`config.mk`:
```
export PLATFORM = sky130hd
export DESIGN_NAME = tlb_op_sequencer
export DESIGN_NICKNAME = d
export VERILOG_FILES = /design/src/rtl/tlb_op_sequencer_pkg.sv /design/src/rtl/tlb_op_sequencer_inv_walker.sv /design/src/rtl/tlb_op_sequencer.sv
export SDC_FILE = /design/constraint.sdc
export NUM_CORES = 1
export LEC_CHECK = 0
export BUFFER_PORTS_ARGS = -buffer_cell sky130_fd_sc_hd__buf_2
export CAP_MARGIN = 20
export CORE_MARGIN = 8
export CORE_UTILIZATION = 45
export CTS_BUF_LIST = sky130_fd_sc_hd__clkbuf_8
export CTS_CLUSTER_DIAMETER = 50
export CTS_CLUSTER_SIZE = 20
export DETAILED_ROUTE_END_ITERATION = 10
export PLACE_DENSITY = 0.88
export SETUP_SLACK_MARGIN = 0.1
export SKIP_CTS_REPAIR_TIMING = 1
export SKIP_LAST_GASP = 1
export SYNTH_ARGS = -nofsm -noshare
export SYNTH_HDL_FRONTEND = slang
export SYNTH_SLANG_ARGS = --single-unit
```
`constraint.sdc`:
```
create_clock -name clk -period 4.3 [get_ports clk]
set_input_delay 0.43 -clock clk [delete_from_list [all_inputs] [get_ports clk]]
set_output_delay 0.43 -clock clk [all_outputs]
set_load 0.005 [all_outputs]
```
`src/rtl/tlb_op_sequencer_pkg.sv`:
```
// Shared TLB maintenance definitions: op codes, INVTLB match codes, sizes and
// the sequencer state encoding.
package csr_tlbDefines;

  localparam int TLBNUM     = 16;
  localparam int TLBNUMSIZE = 4;

  typedef enum logic [2:0] {
    OP_SRCH = 3'd0,
    OP_RD   = 3'd1,
    OP_WR   = 3'd2,
    OP_FILL = 3'd3,
    OP_INV  = 3'd4
  } op_type_t;

  // Per-entry match rule the TLB applies for each INVTLB op; 7 and above do not exist.
  typedef enum logic [2:0] {
    INV_ALL        = 3'd0,
    INV_ALL_ALT    = 3'd1,
    INV_G1         = 3'd2,
    INV_G0         = 3'd3,
    INV_G0_ASID    = 3'd4,
    INV_G0_ASID_VA = 3'd5,
    INV_GASID_VA   = 3'd6
  } inv_cmd_t;

  localparam logic [4:0] INV_OP_MAX = 5'd6;

  typedef enum logic [2:0] {
    ST_IDLE   = 3'd0,
    ST_S_REQ  = 3'd1,
    ST_S_CAP  = 3'd2,
    ST_R_REQ  = 3'd3,
    ST_R_CAP  = 3'd4,
    ST_W      = 3'd5,
    ST_I_WALK = 3'd6,
    ST_I_BAD  = 3'd7
  } state_t;

  function automatic logic inv_op_bad(input logic [4:0] op);
    return op > INV_OP_MAX;
  endfunction

endpackage

```
`src/rtl/tlb_op_sequencer_inv_walker.sv`:
```
// INVTLB walker: after start, visits every TLB entry once, one per cycle, and
// flags the final entry so the sequencer can finish the op in that same cycle.
module tlb_inv_walker #(
  parameter int TLBNUM     = 16,
  parameter int TLBNUMSIZE = 4
) (
  input  logic                  clk,
  input  logic                  reset,
  input  logic                  start,
  output logic                  inv_en,
  output logic [TLBNUMSIZE-1:0] inv_idx,
  output logic                  last
);

  localparam logic [TLBNUMSIZE-1:0] LAST_IDX = TLBNUMSIZE'(TLBNUM - 1);

  logic                  active;
  logic [TLBNUMSIZE-1:0] walk_ctr;

  always_ff @(posedge clk or negedge reset) begin
    if (!reset) begin
      active   <= 1'b0;
      walk_ctr <= '0;
    end else if (start) begin
      active   <= 1'b1;
      walk_ctr <= '0;
    end else if (active) begin
      if (walk_ctr == LAST_IDX) begin
        active   <= 1'b0;
        walk_ctr <= '0;
      end else begin
        walk_ctr <= walk_ctr + 1'b1;
      end
    end
  end

  assign inv_en  = active;
  assign inv_idx = active ? walk_ctr : '0;
  assign last    = active && (walk_ctr == LAST_IDX);

endmodule

```
`src/rtl/tlb_op_sequencer.sv`:
```
// Sequences TLBSRCH/TLBRD/TLBWR/TLBFILL/INVTLB from WB onto the TLB ports and
// returns the CSR update strobes; one op in flight, busy until op_done.
module tlb_op_sequencer #(
  parameter int TLBNUM     = csr_tlbDefines::TLBNUM,
  parameter int TLBNUMSIZE = csr_tlbDefines::TLBNUMSIZE
) (
  input  logic                  clk,
  input  logic                  reset,
  input  logic                  op_valid,
  input  logic [2:0]            op_type,
  input  logic [4:0]            inv_op,
  input  logic [9:0]            inv_asid,
  input  logic [18:0]           inv_va,
  output logic                  op_ready,
  output logic                  busy,
  output logic                  op_done,
  output logic                  inv_ine,
  input  logic [9:0]            csr_asid,
  input  logic [18:0]           csr_vppn,
  input  logic [TLBNUMSIZE-1:0] csr_index,
  input  logic                  csr_ne,
  input  logic                  csr_ecode_tlbr,
  output logic                  s_req,
  output logic [18:0]           s_vppn,
  output logic [9:0]            s_asid,
  input  logic                  s_hit,
  input  logic [TLBNUMSIZE-1:0] s_index,
  output logic                  s1e,
  output logic [TLBNUMSIZE-1:0] s1_index,
  output logic                  s1_ne,
  output logic                  rd_req,
  output logic [TLBNUMSIZE-1:0] rd_index,
  output logic                  re,
  output logic                  we,
  output logic [TLBNUMSIZE-1:0] wr_index,
  output logic                  wr_e,
  output logic                  inv_en,
  output logic [TLBNUMSIZE-1:0] inv_idx,
  output logic [2:0]            inv_cmd,
  output logic [9:0]            inv_asid_o,
  output logic [18:0]           inv_va_o,
  output logic [2:0]            dbg_state
);

  import csr_tlbDefines::*;

  // Handshake: an op transfers on a rising edge where op_valid && op_ready;
  // op_ready is high only in IDLE (and not in the first cycle out of reset),
  // op_valid while busy is ignored, and WB holds the op until it transfers.

  state_t                state_q, state_d;
  logic                  armed_q;
  logic                  fill_op_q;
  logic [2:0]            inv_cmd_q;
  logic [9:0]            inv_asid_q;
  logic [18:0]           inv_va_q;
  logic [TLBNUMSIZE-1:0] fill_ctr;
  logic                  accept;
  logic                  walk_start;
  logic                  walk_last;

  assign op_ready   = armed_q && (state_q == ST_IDLE);
  assign busy       = (state_q != ST_IDLE);
  assign accept     = op_valid && op_ready;
  assign inv_cmd    = inv_cmd_q;
  assign inv_asid_o = inv_asid_q;
  assign inv_va_o   = inv_va_q;
  assign dbg_state  = state_q;

  always_ff @(posedge clk or negedge reset) begin
    if (!reset) begin
      state_q    <= ST_IDLE;
      armed_q    <= 1'b0;
      fill_ctr   <= '0;
      fill_op_q  <= 1'b0;
      inv_cmd_q  <= '0;
      inv_asid_q <= '0;
      inv_va_q   <= '0;
    end else begin
      state_q  <= state_d;
      armed_q  <= 1'b1;
      fill_ctr <= fill_ctr + 1'b1;
      if (accept) begin
        fill_op_q  <= (op_type == OP_FILL);
        inv_cmd_q  <= inv_op[2:0];
        inv_asid_q <= inv_asid;
        inv_va_q   <= inv_va;
      end
    end
  end

  always_comb begin
    state_d    = state_q;
    walk_start = 1'b0;
    unique case (state_q)
      ST_IDLE: begin
        if (accept) begin
          case (op_type)
            OP_SRCH:         state_d = ST_S_REQ;
            OP_RD:           state_d = ST_R_REQ;
            OP_WR, OP_FILL:  state_d = ST_W;
            OP_INV: begin
              if (inv_op_bad(inv_op)) begin
                state_d = ST_I_BAD;
              end else begin
                state_d    = ST_I_WALK;
                walk_start = 1'b1;
              end
            end
            // Undefined op codes are consumed as no-ops.
            default:         state_d = ST_IDLE;
          endcase
        end
      end
      ST_S_REQ:  state_d = ST_S_CAP;
      ST_R_REQ:  state_d = ST_R_CAP;
      ST_I_WALK: if (walk_last) state_d = ST_IDLE;
      default:   state_d = ST_IDLE;
    endcase
  end

  always_comb begin
    op_done  = 1'b0;
    inv_ine  = 1'b0;
    s_req    = 1'b0;
    s_vppn   = '0;
    s_asid   = '0;
    s1e      = 1'b0;
    s1_index = '0;
    s1_ne    = 1'b0;
    rd_req   = 1'b0;
    rd_index = '0;
    re       = 1'b0;
    we       = 1'b0;
    wr_index = '0;
    wr_e     = 1'b0;
    case (state_q)
      ST_S_REQ: begin
        s_req  = 1'b1;
        s_vppn = csr_vppn;
        s_asid = csr_asid;
      end
      ST_S_CAP: begin
        // A miss rewrites the current index unchanged and only sets NE.
        s1e      = 1'b1;
        s1_index = s_hit ? s_index : csr_index;
        s1_ne    = ~s_hit;
        op_done  = 1'b1;
      end
      ST_R_REQ: begin
        rd_req   = 1'b1;
        rd_index = csr_index;
      end
      ST_R_CAP: begin
        re      = 1'b1;
        op_done = 1'b1;
      end
      ST_W: begin
        we       = 1'b1;
        wr_index = fill_op_q ? fill_ctr : csr_index;
        wr_e     = csr_ecode_tlbr | ~csr_ne;
        op_done  = 1'b1;
      end
      ST_I_WALK: op_done = walk_last;
      ST_I_BAD: begin
        inv_ine = 1'b1;
        op_done = 1'b1;
      end
      default: ;
    endcase
  end

  tlb_inv_walker #(
    .TLBNUM    (TLBNUM),
    .TLBNUMSIZE(TLBNUMSIZE)
  ) u_inv_walker (
    .clk    (clk),
    .reset  (reset),
    .start  (walk_start),
    .inv_en (inv_en),
    .inv_idx(inv_idx),
    .last   (walk_last)
  );

endmodule

```
Yosys cells after proc, flatten, opt, wreduce, memory -nomap -nowiden
Index checks and enable logic that the tools add are counted.
{"block": "word_totals", "memories": 0, "latch_bits": 0, "register_bits": 46, "output_inout_bits": 92, "ram_bits": 0, "input_bits": 80, "romBits": 0}
{"block": "classes", "eq_ne": 14, "div_mod_pow": 0, "n_addsub": 2, "n_lt_le_gt_ge": 1, "n_bitwise": 3, "multipliers": 0, "n_mux": 32, "n_shift": 0, "n_reduce_logical": 10}
{"cell": "two-way mux 4 bit", "n": 9}
{"cell": "one-hot mux 3 bit (4 select lines)", "n": 2}
{"cell": "two-way mux 19 bit", "n": 1}
{"cell": "two-way mux 1 bit", "n": 16}
{"cell": "equality test 3 bit (second input constant)", "n": 5}
{"cell": "equality test 3 x 2 -> 1 bit (second input constant)", "n": 4}
{"cell": "two-way mux 10 bit", "n": 1}
{"cell": "adder 4 x 1 -> 4 bit (second input constant)", "n": 2}
{"cell": "equality test 3 x 1 -> 1 bit (second input constant)", "n": 2}
{"cell": "logical NOT 3 bit", "n": 2}
{"cell": "two-way mux 3 bit", "n": 2}
{"cell": "> comparator 5 x 3 -> 1 bit (second input constant)", "n": 1}
{"cell": "equality test 4 bit (second input constant)", "n": 1}
{"cell": "OR reduction 4 bit", "n": 1}
{"cell": "logical AND 1 bit", "n": 3}
{"cell": "nonzero test 3 bit", "n": 1}
{"cell": "!= test 2 x 1 -> 1 bit (second input constant)", "n": 1}
{"cell": "!= test 2 bit (second input constant)", "n": 1}
{"cell": "inverter 1 bit", "n": 2}
{"cell": "one-hot mux 1 bit (2 select lines)", "n": 1}
{"cell": "AND reduction 2 bit", "n": 1}
{"cell": "nonzero test 2 bit", "n": 1}
{"cell": "OR reduction 2 bit", "n": 1}
{"cell": "OR 1 bit", "n": 1}

Logic depth before layout (Yosys ltp)
{"block": "logic_depth", "word_depth": 6, "depth_mapped": 7}

Hierarchy
From an unflattened synthesis, not the netlist that was laid out.
{"block": "hier_totals", "cells_unflattened": 205, "area_unflattened_um2": 2483.6}
{"mod": "tlb_op_sequencer", "seq_area_each_um2": 1026.0, "instances": 1, "area_each_um2": 2207.1, "cells_each": 177}
{"mod": "tlb_inv_walker", "seq_area_each_um2": 125.1, "instances": 1, "area_each_um2": 276.5, "cells_each": 28}

Least setup slack after synthesis
No wires, ideal clock.
{"block": "synth_timing", "kind": "register to output", "startpoint": "register state_q[0] (netlist: dbg_state[0])", "endpoint": "output port s_vppn[10]", "path_stages_with_launch": 5, "t_arrival_ns": 1.232, "slack_ns": 2.638, "cell_sequence": "dfrtp_1 > inv_1 > nor3_1 > clkbuf_1 > and2_1"}
{"block": "synth_via", "elab_chain_len": 2}
{"item": "start, declared", "line_no": "tlb_op_sequencer.sv:51", "source": "state_t state_q, state_d;"}
{"item": "start signal, assigned", "line_no": "tlb_op_sequencer.sv:80", "source": "state_q <= state_d;"}
{"item": "equality test 3 x 1 -> 1 bit", "line_no": "tlb_op_sequencer.sv:137", "source": "case (state_q)"}
{"item": "two-way mux 19 bit", "line_no": "tlb_op_sequencer.sv:137"}
{"item": "end, declared", "line_no": "tlb_op_sequencer.sv:24", "source": "output logic [18:0] s_vppn,"}
Every way passes these cells.

Final worst setup path
Ends and elaborated chain as after synthesis.

==> impl_summary.md <==
Final layout
Fill cells in the final layout number 396. The synthesis-to-layout area growth is 42.6%. The final cell utilization of the core is 66.2%.

The number of antenna diodes in the final layout is 0. In the final design database the tool counted 455 nets. The flip-flop and latch area is 1150 um2. Cells with a size suffix above 1 make up 58.0% of the layout. The multi-input logic area is 1120 um2.

Clock network
The clock root buffer is sky130_fd_sc_hd__clkbuf_8. The TritonCTS clock tree is done. In this run the number of H-tree levels came out at 2. The clock latency on the worst-skew pair is 290 ps. The buffer depth of the longest clock path is 2. Buffers inserted during clock tree synthesis total 5. Clock-pin slew was measured on the worst setup and hold paths at 80 ps. The clock sink count is 46.

STA
The setup clock skew after layout is 7.86 ps. The setup slack of the critical path after layout is 1910 ps. The relative slew slack is 37.7%. Hold timing on the final database bottoms out at a slack of 61.8 ps.

The slew of the pin with the lowest slew margin is 933 ps. The max-slew violation total from the final report is 0. The accumulated negative setup slack is 0 ps. Setup repair after global routing left no endpoint under its margin. The final hold violation count is 0.

Setup violations remaining at the end of the flow were counted as 0. Timing would allow up to 0.419 GHz. The clock period minus final worst setup slack is 2390 ps. The share of the clock period used by the worst path is 55.5%.

Critical path
In this run the worst path has a maximum fanout of 18. The startpoint identified for the worst register-to-register timing path is dbg_state[0]$_DFFE_PN0P_. The launching element of the worst setup path is dbg_state[0]$_DFFE_PN0P_. STA puts the critical path data required time at 3870 ps. The data arrival at the endpoint of the critical path is 1960 ps.

The sort of element at the end of the critical path is a primary output. The worst setup path is of the flop to primary output kind. The element type at the critical path start is a flop.

Die
In this run the horizontal extent of the chip is 88.6 um. The number of placed I/O pins is 172. The floorplan die area is 7850 um2. In this run the vertical extent of the chip is 88.6 um. The total number of placement rows is 26. The core region is 5110 um2. Once the floorplan was initialized, standard cells occupied 46.4% of the core.

Global routing
Entering global routing, the biggest net connects 47 pins. The first global-routing pass estimated 10.9 mm of wire. Global routing consumed, over all layers together, 17.8% of the routing resources.

The overall overflow remaining after global route is 0. The number of antenna violations at the first check in global routing is 0. The via count of the first global-routing pass is 2182.

Routing
After detailed routing, the total wire length is 7.21 mm. The number of nets with antenna violations after routing is 0. In the final routed layout, each cell accounts on average for 16.2 um. The number of DRC violations after detailed-routing iteration 0 is 33. Summing over every cut layer, the via total after detailed routing is 2094. For this run, design rule violations remaining after detail routing come to 0. Dividing the detail-routed via count by the number of cells gives 4.72. The iteration count of the initial detailed-routing pass is 4.

Synth
When the netlist entered floorplanning its net count stood at 286. The total number of yosys warnings is 0. The sequential-to-total area share from yosys stat is 48.5%. The share of the synthesized area in the top cell type is 48.5%. After synthesis, the mean cell area works out to 11.6 um2. The number of storage elements in the synthesis netlist is 46.

In this run, distinct cell masters in the synthesized netlist total 40. The instance count of the mapped netlist is 204. The area of the mapped netlist is 2370 um2. Ranked by total cell area, the synthesized netlist is headed by sky130_fd_sc_hd__dfrtp_1, sky130_fd_sc_hd__mux2_2, sky130_fd_sc_hd__and2_1. The library cell occupying the most area in the post-synthesis netlist is sky130_fd_sc_hd__dfrtp_1.

Outcome
The flow ran to the end, and the final reports show no timing, DRC or antenna violations.

Placed design
Detailed placement finished with a half-perimeter wire length of 5.94 mm. The worst slack at placement is 1940 ps. The port buffer count is 171. The congestion estimate from routability-driven global placement came to 0.773.

Pwr
The static power due to leakage is 2.02 nW. The combinational share of power is 7.3%. The internal power of the cells totals 0.634 mW. The worst-case IR drop observed on VDD is 0.000208 V. The analysis attributes to net switching a power of 0.159 mW. Net switching is 20.0% of the power. The design draws 0.793 mW. Sequential cells burn 54.6% of the power. The share of total power dissipated in the clock network is 38.1%. The power per standard cell area is 234 nW/um2.

Job
Max-cap violations in this run came to 0.

Worst hold path
The worst min-delay path category is input port to async pin.
-- synthesized netlist by cell type (all sizes together) --
library cell	instances
and2	37
nand2	6
nand4	1
a21oi	5
nor3	2
dfrtp	46
or3	1
nor3b	1
buf	6
mux2i	9
nand3b	3
a21o	2
nand2b	2
xor2	2
and3	1
clkbuf	5
nand3	5
xnor2	2
a311o	1
nor2b	1
a32oi	1
o21a	1
or4b	1
ha	2
or3b	1
o21ai	3
nor4	1
nor2	14
mux2	32
o31ai	1
inv	7
o31a	1
conb	1
-- routing by layer --
layer / track usage, % / vias to the layer above / routed length (um)
met5: 0 / - / 0
met2: 31.0 / 112 / 3440
met4: 4.45 / 0 / 80
met3: 7.80 / 11 / 955
met1: 19.2 / 947 / 2730
li1: - / 1024 / -
-- flip-flops by register name, summed over array words and instances, names as in the netlist --
name                   count
u_inv_walker.inv_en        1
inv_va_o                  19
fill_ctr                   4
u_inv_walker.walk_ctr      4
armed_q                    1
fill_op_q                  1
inv_asid_o                10
dbg_state                  3
inv_cmd                    3
-- kinds of logic after synthesis --
family	count (synthesis)	share of synthesized area [%]
xor gates and xnor gates	4	1.48
muxes	41	20.6
and+or+nand+nor	77	19.7
DFF	46	48.5
buffers and inverters	18	4.33
AOI/OAI and AO/OA	15	4.12
other	1	0.158
adders and majority gates	2	1.06
-- power groups by stage --
stage          clock network, mW  logic (mW)  registers (mW)
6_report                   0.302      0.0578           0.433
5_1_grt                    0.327      0.0649           0.433
4_1_cts                    0.309      0.0565           0.433
3_5_place_dp                   0      0.0561           0.442
3_3_place_gp                   0      0.0544           0.442
2_1_floorplan                  0     0.00991           0.442
-- cell type report --
class                      instances  share of cell area (%)
sequential                        46                    34.0
multi-input combinational        140                    33.2
timing repair buffer             173                    26.2
tap                               70                    2.59
clock buffer                       5                    2.04
clock inverter                     3                    1.11
inverter                           7                   0.777
-- path summary, 6_finish.rpt --
path	endpoint	slack, ps	cells past startpoint
hold / removal	inv_va_o[3]$_DFFE_PN0P_	60	1
min in group clk	inv_va_o[0]$_DFFE_PN0P_	370	2
hold reg to reg	fill_ctr[3]$_DFF_PN0_	480	1
max in group asynchronous	inv_asid_o[4]$_DFFE_PN0P_	3750	2
setup reg to reg	inv_va_o[8]$_DFFE_PN0P_	2060	4
setup / recovery	s_vppn[10]	1910	5
-- cells in the final DEF (no fill, tap or decap), drive strengths merged --
cell,count
mux2,32
nor2,14
conb,1
nand4,1
nand3b,3
nor3,2
nor4,1
nor3b,1
nand2,6
and2,37
and3,1
dfrtp,46
o21a,1
or3,1
a21o,2
or4b,1
buf,173
mux2i,9
o31ai,1
nor2b,1
ha,2
nand2b,2
a32oi,1
xor2,2
inv,9
a311o,1
nand3,5
a21oi,5
or3b,1
clkbuf,5
o31a,1
o21ai,3
bufinv,1
xnor2,2
-- per-stage QoR --
step / std cells / cell area (um2)
after floorplan: 204 / 2370
after global placement: 434 / 3240
after detailed placement: 434 / 3240
after CTS: 442 / 3350
after global routing: 444 / 3380
final: 444 / 3380
-- worst max-delay path: stages (launching register included) --
cell and delay [ps]:
sky130_fd_sc_hd__dfrtp_1 530, sky130_fd_sc_hd__inv_1 120, sky130_fd_sc_hd__nor3_2 530, sky130_fd_sc_hd__buf_6 230, sky130_fd_sc_hd__and2_1 140, sky130_fd_sc_hd__buf_2 110
(Power assumes the default switching activity.)
